==> src/rtl/sfp_ctrl_pkg.sv <==
// Shared definitions for the dual-core sfp_row sequencer: FSM state encoding and sum-bus width derivation.
// The partial-sum width is 2*bw+4 and the sum bus adds 4 bits of headroom on top of it.
package sfp_ctrl_pkg;

  typedef enum logic [2:0] {
    S_IDLE = 3'd0,
    S_GAP1 = 3'd1,
    S_RD   = 3'd2,
    S_GAP2 = 3'd3,
    S_DIV1 = 3'd4,
    S_DIV2 = 3'd5,
    S_OUT  = 3'd6
  } state_e;

  function automatic int psum_width(input int w);
    return 2 * w + 4;
  endfunction

  function automatic int sum_width(input int w);
    return psum_width(w) + 4;
  endfunction

endpackage

==> src/rtl/sfp_dualcore_ctrl.sv <==
// Row sequencer for two sfp_row cores: accept -> out_valid in 6 cycles, min row period 7.
// Backpressure: row_ready only in IDLE; OUT holds out_valid and sum_in stable until out_ready.
module sfp_dualcore_ctrl
  import sfp_ctrl_pkg::*;
#(
  parameter int bw     = 8,
  parameter int ROWS   = 8,
  parameter int RCNT_W = 3,
  localparam int SW    = sum_width(bw)
) (
  input  logic              clk,
  input  logic              reset,
  input  logic              dual_en,
  input  logic              row_valid,
  output logic              row_ready,
  output logic              acc,
  output logic              fifo_ext_rd0,
  output logic              fifo_ext_rd1,
  input  logic [SW-1:0]     sum_out0,
  input  logic [SW-1:0]     sum_out1,
  output logic [SW-1:0]     sum_in0,
  output logic [SW-1:0]     sum_in1,
  output logic              div,
  output logic              out_valid,
  input  logic              out_ready,
  output logic [RCNT_W-1:0] row_idx,
  output logic              frame_done,
  output logic              busy
);

  state_e              state_q;
  logic                dual_q;
  logic                rd_q;
  logic                div_q;
  logic                out_valid_q;
  logic                busy_q;
  logic [SW-1:0]       sum_in0_q;
  logic [SW-1:0]       sum_in1_q;
  logic [RCNT_W-1:0]   row_idx_q;
  logic [RCNT_W-1:0]   row_idx_d;
  logic                last_row;

  assign last_row  = (row_idx_q == RCNT_W'(ROWS - 1));
  assign row_idx_d = last_row ? '0 : row_idx_q + 1'b1;

  // Strobes for the current state are set one edge early so they are plain flops.
  always_ff @(posedge clk or negedge reset) begin
    if (!reset) begin
      state_q     <= S_IDLE;
      dual_q      <= 1'b0;
      rd_q        <= 1'b0;
      div_q       <= 1'b0;
      out_valid_q <= 1'b0;
      busy_q      <= 1'b0;
      sum_in0_q   <= '0;
      sum_in1_q   <= '0;
      row_idx_q   <= '0;
    end else begin
      case (state_q)
        S_IDLE: begin
          if (row_valid) begin
            state_q   <= S_GAP1;
            dual_q    <= dual_en;
            sum_in0_q <= '0;
            sum_in1_q <= '0;
            busy_q    <= 1'b1;
          end
        end
        S_GAP1: begin
          state_q <= S_RD;
          rd_q    <= 1'b1;
        end
        S_RD: begin
          state_q <= S_GAP2;
          rd_q    <= 1'b0;
          if (dual_q) begin
            sum_in0_q <= sum_out1;
            sum_in1_q <= sum_out0;
          end
        end
        S_GAP2: begin
          state_q <= S_DIV1;
          div_q   <= 1'b1;
        end
        S_DIV1: begin
          state_q <= S_DIV2;
        end
        S_DIV2: begin
          state_q     <= S_OUT;
          div_q       <= 1'b0;
          out_valid_q <= 1'b1;
        end
        S_OUT: begin
          if (out_ready) begin
            state_q     <= S_IDLE;
            out_valid_q <= 1'b0;
            busy_q      <= 1'b0;
            row_idx_q   <= row_idx_d;
          end
        end
        default: begin
          state_q     <= S_IDLE;
          rd_q        <= 1'b0;
          div_q       <= 1'b0;
          out_valid_q <= 1'b0;
          busy_q      <= 1'b0;
        end
      endcase
    end
  end

  assign row_ready    = (state_q == S_IDLE);
  assign acc          = row_ready & row_valid;
  assign fifo_ext_rd0 = rd_q;
  assign fifo_ext_rd1 = rd_q;
  assign div          = div_q;
  assign out_valid    = out_valid_q;
  assign busy         = busy_q;
  assign sum_in0      = sum_in0_q;
  assign sum_in1      = sum_in1_q;
  assign row_idx      = row_idx_q;
  assign frame_done   = out_valid_q & out_ready & last_row;

endmodule
==> config.mk <==
export PLATFORM = sky130hd
export DESIGN_NAME = sfp_dualcore_ctrl
export DESIGN_NICKNAME = d
export VERILOG_FILES = /design/src/rtl/sfp_ctrl_pkg.sv /design/src/rtl/sfp_dualcore_ctrl.sv
export SDC_FILE = /design/constraint.sdc
export NUM_CORES = 1
export LEC_CHECK = 0
export BUFFER_PORTS_ARGS = -buffer_cell sky130_fd_sc_hd__buf_2
export CAP_MARGIN = 20
export CORE_MARGIN = 2
export CORE_UTILIZATION = 33
export DETAILED_ROUTE_END_ITERATION = 10
export GPL_ROUTABILITY_DRIVEN = 0
export PLACE_DENSITY_LB_ADDON = 0.05
export SYNTH_ARGS = -nofsm -noshare
export SYNTH_HDL_FRONTEND = slang
export SYNTH_SLANG_ARGS = --single-unit
==> constraint.sdc <==
create_clock -name clk -period 2.1 [get_ports clk]
set_clock_uncertainty 0.15 [all_clocks]
set_input_delay 0.21 -clock clk [delete_from_list [all_inputs] [get_ports clk]]
set_output_delay 0.21 -clock clk [all_outputs]
set_load 0.01 [all_outputs]
---- After elaboration in Yosys (flattened, before gate mapping) ----
Index checks and enable logic that the tools add are counted.
storage, ports and cells
  bits in registers ....................... 59
  word-level logic and storage cells ...... 52
cells by class
  add/sub/neg operators ................... 1
  equality and inequality tests ........... 10
  multiplexer cells ....................... 15
  bitwise logic cells ..................... 5
  reductions and logical operators ........ 12
operators by type and width
  cell                   count
  $pmux W24 S2           2
  $mux W24               3
  $pmux W3 S7            1
  $reduce_or A5 Y1       4
  $eq A3 B3 Y1 const B   4
  $mux W3                3
  $reduce_and A2 Y1      4
  $eq A3 B2 Y1 const B   2
  $ne A2 B2 Y1 const B   3
  $pmux W1 S3            2
  $reduce_and A3 Y1      2
  $pmux W1 S2            2
  $add A3 B1 Y3 const B  1
  $and A1 B1 Y1          3
  $eq A3 B1 Y1 const B   1
  $logic_not A3 Y1       1
  $mux W1                2
  $not A1 Y1             2
  $reduce_bool A2 Y1     1

---- Depth between registers and ports, before layout ----
  depth in word-level cells ............... 4
  depth in mapped cells ................... 7
  gate-level depth less buffers ........... 5

---- Least setup slack after synthesis ----
OpenSTA, ideal clock, no wires.
  path kind ............................... flip-flop to flip-flop
  start ................................... reg state_q[2]
  end ..................................... reg dual_q
  data arrival time ....................... 1.295 ns
  data required time ...................... 1.825 ns
  slack ................................... 0.530 ns
  cell stages (with the launch flop) ...... 4
  buffers on the path ..................... 0
  clock period less this slack ............ 1.570 ns
  cells stage by stage .................... dfrtp_1 nor3_4 and2_1 mux2_4
between the ends
  longest elaborated chain between the ends .. 2
RTL lines
  item                         line                     source
  start, declared              sfp_dualcore_ctrl.sv:31  state_e state_q;
  start signal, assigned       sfp_dualcore_ctrl.sv:49  state_q <= S_IDLE;
  start signal, assigned       sfp_dualcore_ctrl.sv:62  state_q <= S_GAP1;
  start signal, assigned       sfp_dualcore_ctrl.sv:70  state_q <= S_RD;
  $logic_not A3 Y1             n/a
  net row_ready                sfp_dualcore_ctrl.sv:15  output logic row_ready,
  $reduce_and A2 Y1 (no line)  n/a
  end signal, assigned         sfp_dualcore_ctrl.sv:63  dual_q <= dual_en;
  end, declared                sfp_dualcore_ctrl.sv:32  logic dual_q;
The timed path passes the listed nets, and every way through them passes these cells.
A chain may end at the register's enable or synchronous reset.

---- Final worst setup path ----
  start ................................... reg state_q[2]
  end ..................................... out acc
between the ends
  longest elaborated chain between the ends .. 2
RTL lines
  item              line                      source
  $logic_not A3 Y1  sfp_dualcore_ctrl.sv:112  assign row_ready = (state_q == S_IDLE);
  $and A1 B1 Y1     sfp_dualcore_ctrl.sv:113  assign acc = row_ready & row_valid;
  end, declared     sfp_dualcore_ctrl.sv:16   output logic acc,
No other way between the ends.

==> metrics.md <==
| Metric | Value |
|---|---|
| Status | completed |
| Post-synth net total | 328 |
| P_leak | 2.024 nW |
| GRT Util Overall | 0.1657 |
| DP Wirelength | 4.396 mm |
| M3 GR Usage | 0.04620 |
| Yosys top cell area share | 0.5311 |
| Clk sink count | 59 |
| Reg-to-reg slack, setup | 380 ps |
| Setup crit start | state_q[2] |
| Number of port buffers | 111 |
| WS Path Type | reg -> out |
| Kind of end point of the critical path | output pin |
| Syn Area/Cell | 10.26 um2 |
| Routing usage on met2 | 0.2751 |
| Clk slew on worst S/H paths | 60 ps |
| Final #Nets | 483 |
| Final Hold Viols | 0 |
| Clock buffer count from CTS | 9 |
| Router iterations before antenna repair | 4 |
| Crit path time final | 1961 ps |
| Mapped Area | 2780 um2 |
| Async SR Flop Fraction | 1.000 |
| CP max-delay cell | dfrtp_1 |
| Max_cap viols | 0 |
| Global-route wire length before repair | 11.61 mm |
| Startpoint types | flop |
| Pwr dens | 1356 nW/um2 |
| Largest net degree at the start of global routing | 60 |
| Worst Setup EP | acc |
| Total routed wirelength | 7.404 mm |
| Clk buf depth | 2 |
| Io pins | 112 |
| Vias in the first global route | 2501 |
| #FFs+latches synth | 59 |
| H-tree lvl count | 3 |
| Core Box Area | 8175 um2 |
| Clk_lat worst skew | 330 ps |
| Fmax | 509.8 MHz |
| Crit-path cells | nor3_4, and2_1, buf_2 |
| Antenna cell count | 0 |
| Initial antenna violation count | 0 |
| Total grt overflow | 0 |
| Busiest grt layer | met2 |
| Worst-margin pin slew | 653.6 ps |
| RSZ-0062 raised after global routing | no |
| Slew headroom | 0.5643 |
| Ys flop type | dfrtp_1 |
| Syn Inst Count | 271 |
| Vias/cell | 4.647 |
| Drt drc | 0 |
| Number of synthesized flops with an enable pin | 0 |
| Area leader, netlist | dfrtp_1 |
| Synth cell count leaders | dfrtp_1, inv_1, nand4_1 |
| Root buf cell | clkbuf_8 |
| Ys Warns | 0 |
| R2R cell count | 4 |
| Area Growth Syn to Fin | 47.03% |
| Die area | 9175 um2 |
| Worst R2R Start | state_q[1] |
| Utilization after layout | 0.5000 |
| Post-synthesis sequential area ratio | 0.5311 |
| TNS Setup | 0 ps |
| Synth top area cells | dfrtp_1, nand4_1, inv_1, o21ai_2, o21ai_0 |
| FF-to-FF End | sum_in0[9] |
| Min-Delay Path Class | in -> reg |
| Crit-path max FO | 16 |
| Top-count cell post-synth | dfrtp_1 |
| WP data arrival | 1600 ps |
| WP data required | 1740 ps |
| Total number of vias | 2491 |
| Final Cycle Share | 0.9340 |
| Die Y-Extent | 95.79 um |
| Die W | 95.79 um |
| Proportion of layout cells with a drive suffix above 1 | 0.3828 |
| Cell variety after synth | 35 |
| Crit-path max cell delay | 620 ps |
| Slew Limit Fails | 0 |
| CTS tree | yes |
| First-iteration detailed-routing DRC count | 84 |
| Site row count | 33 |
| Maximum vdd drop | 0.6252 mV |
| Post-route ant nets | 0 |
| Setup-failing EPs final | 0 |
| Routing usage on met1 | 0.2053 |
| Avg WL per Cell | 13.81 um |
| Initial Utilization | 0.3401 |
## per-stage QoR
| stage | total power [W] | hold WS, ps | cell area [um2] | std cells | setup WS (ps) |
|---|---|---|---|---|---|
| 2_1_floorplan | 0.003689 | -235.6 | 2780 | 271 | 530.2 |
| 3_3_place_gp | 0.004498 | 102.8 | 3383 | 469 | 399.2 |
| 3_5_place_dp | 0.004504 | 99.19 | 3383 | 469 | 380.8 |
| 4_1_cts | 0.005625 | 49.85 | 4088 | 536 | 98.81 |
| 5_1_grt | 0.006025 | 73.89 | 4088 | 536 | 0.3577 |
| 6_report | 0.005545 | 69.31 | 4088 | 536 | 138.6 |
## sequential cells by signal, indices dropped and copies added, names as in the netlist
register / flops
fifo_ext_rd0: 1
busy: 1
div: 1
dual_q: 1
sum_in1: 24
sum_in0: 24
state_q: 3
row_idx: 3
out_valid: 1
## per-layer routing
metal  vias to the layer above  wire length [um]
met2                        69              3564
met1                      1174              3343
met3                         7               401
met4                         0                94
li1                       1241                 -
met5                         -                 0
## final cells by class
cell class | instances | area, um2
well taps | 105 | 131.4
repair buffers | 170 | 1151
clock buffers | 11 | 141.4
flip-flops and latches | 59 | 1479
clock inverters | 5 | 52.55
inverters | 51 | 191.4
multi-input cells | 135 | 940.9
fillers | 781 | 4088
## power by group
group / internal (W) / total (W) / switching [W]
Combinational: 0.00101 / 0.00247 / 0.00147
Clock: 0.000574 / 0.00103 / 0.000453
Sequential: 0.00164 / 0.00205 / 0.000408
## cells in the final DEF (no fill, tap or decap), types with 2 or more instances in the layout
cell type        n
dfrtp_2          2
dlygate4sd3_1   51
buf_2          111
mux2i_1          2
dfrtp_1         57
o21ai_2         20
clkinv_2         3
o21ai_0         31
inv_1           51
nor3_1           3
clkbuf_8        10
nand4_1         48
mux2_2           2
nand2_1          3
ha_1             4
buf_4            6
a21oi_1          4
buf_12           2
nor3_4           2
## cells by family (layout without fill, tap and decap cells)
| logic type | Yosys count | after routing | share of synthesized area |
|---|---|---|---|
| compound gates | 60 | 60 | 0.1422 |
| mux | 5 | 5 | 0.02070 |
| simple gates | 66 | 66 | 0.1535 |
| fa+ha+maj | 4 | 4 | 0.01800 |
| buf+inv | 77 | 237 | 0.1346 |
| flops | 59 | 59 | 0.5311 |
## how the worst min path moves through the flow
stage / start / endpoint / depth (start not counted)
global placement: reset / sum_in0[16] / 2
finish: out_ready / out_valid / 3
global route: out_ready / out_valid / 3
detailed placement: reset / sum_in0[16] / 2
CTS: out_ready / out_valid / 3
floorplan: reset / busy / 0
## timing repair
item | CTS | global route
gates resized for setup | 0 | 0
endpoints found under the setup margin | 0 | 0
setup buffers | 0 | 0
endpoints found under the hold margin | 109 | 0
hold buffers | 51 | 0
## worst max-delay path: cells and delay by family, from the launching register on
| kind | cells | cell delay (ps) |
|---|---|---|
| flops | 1 | 620 |
| simple gates | 2 | 510 |
| buf+inv | 1 | 140 |
No activity file was read; power rests on OpenSTA's default activity.
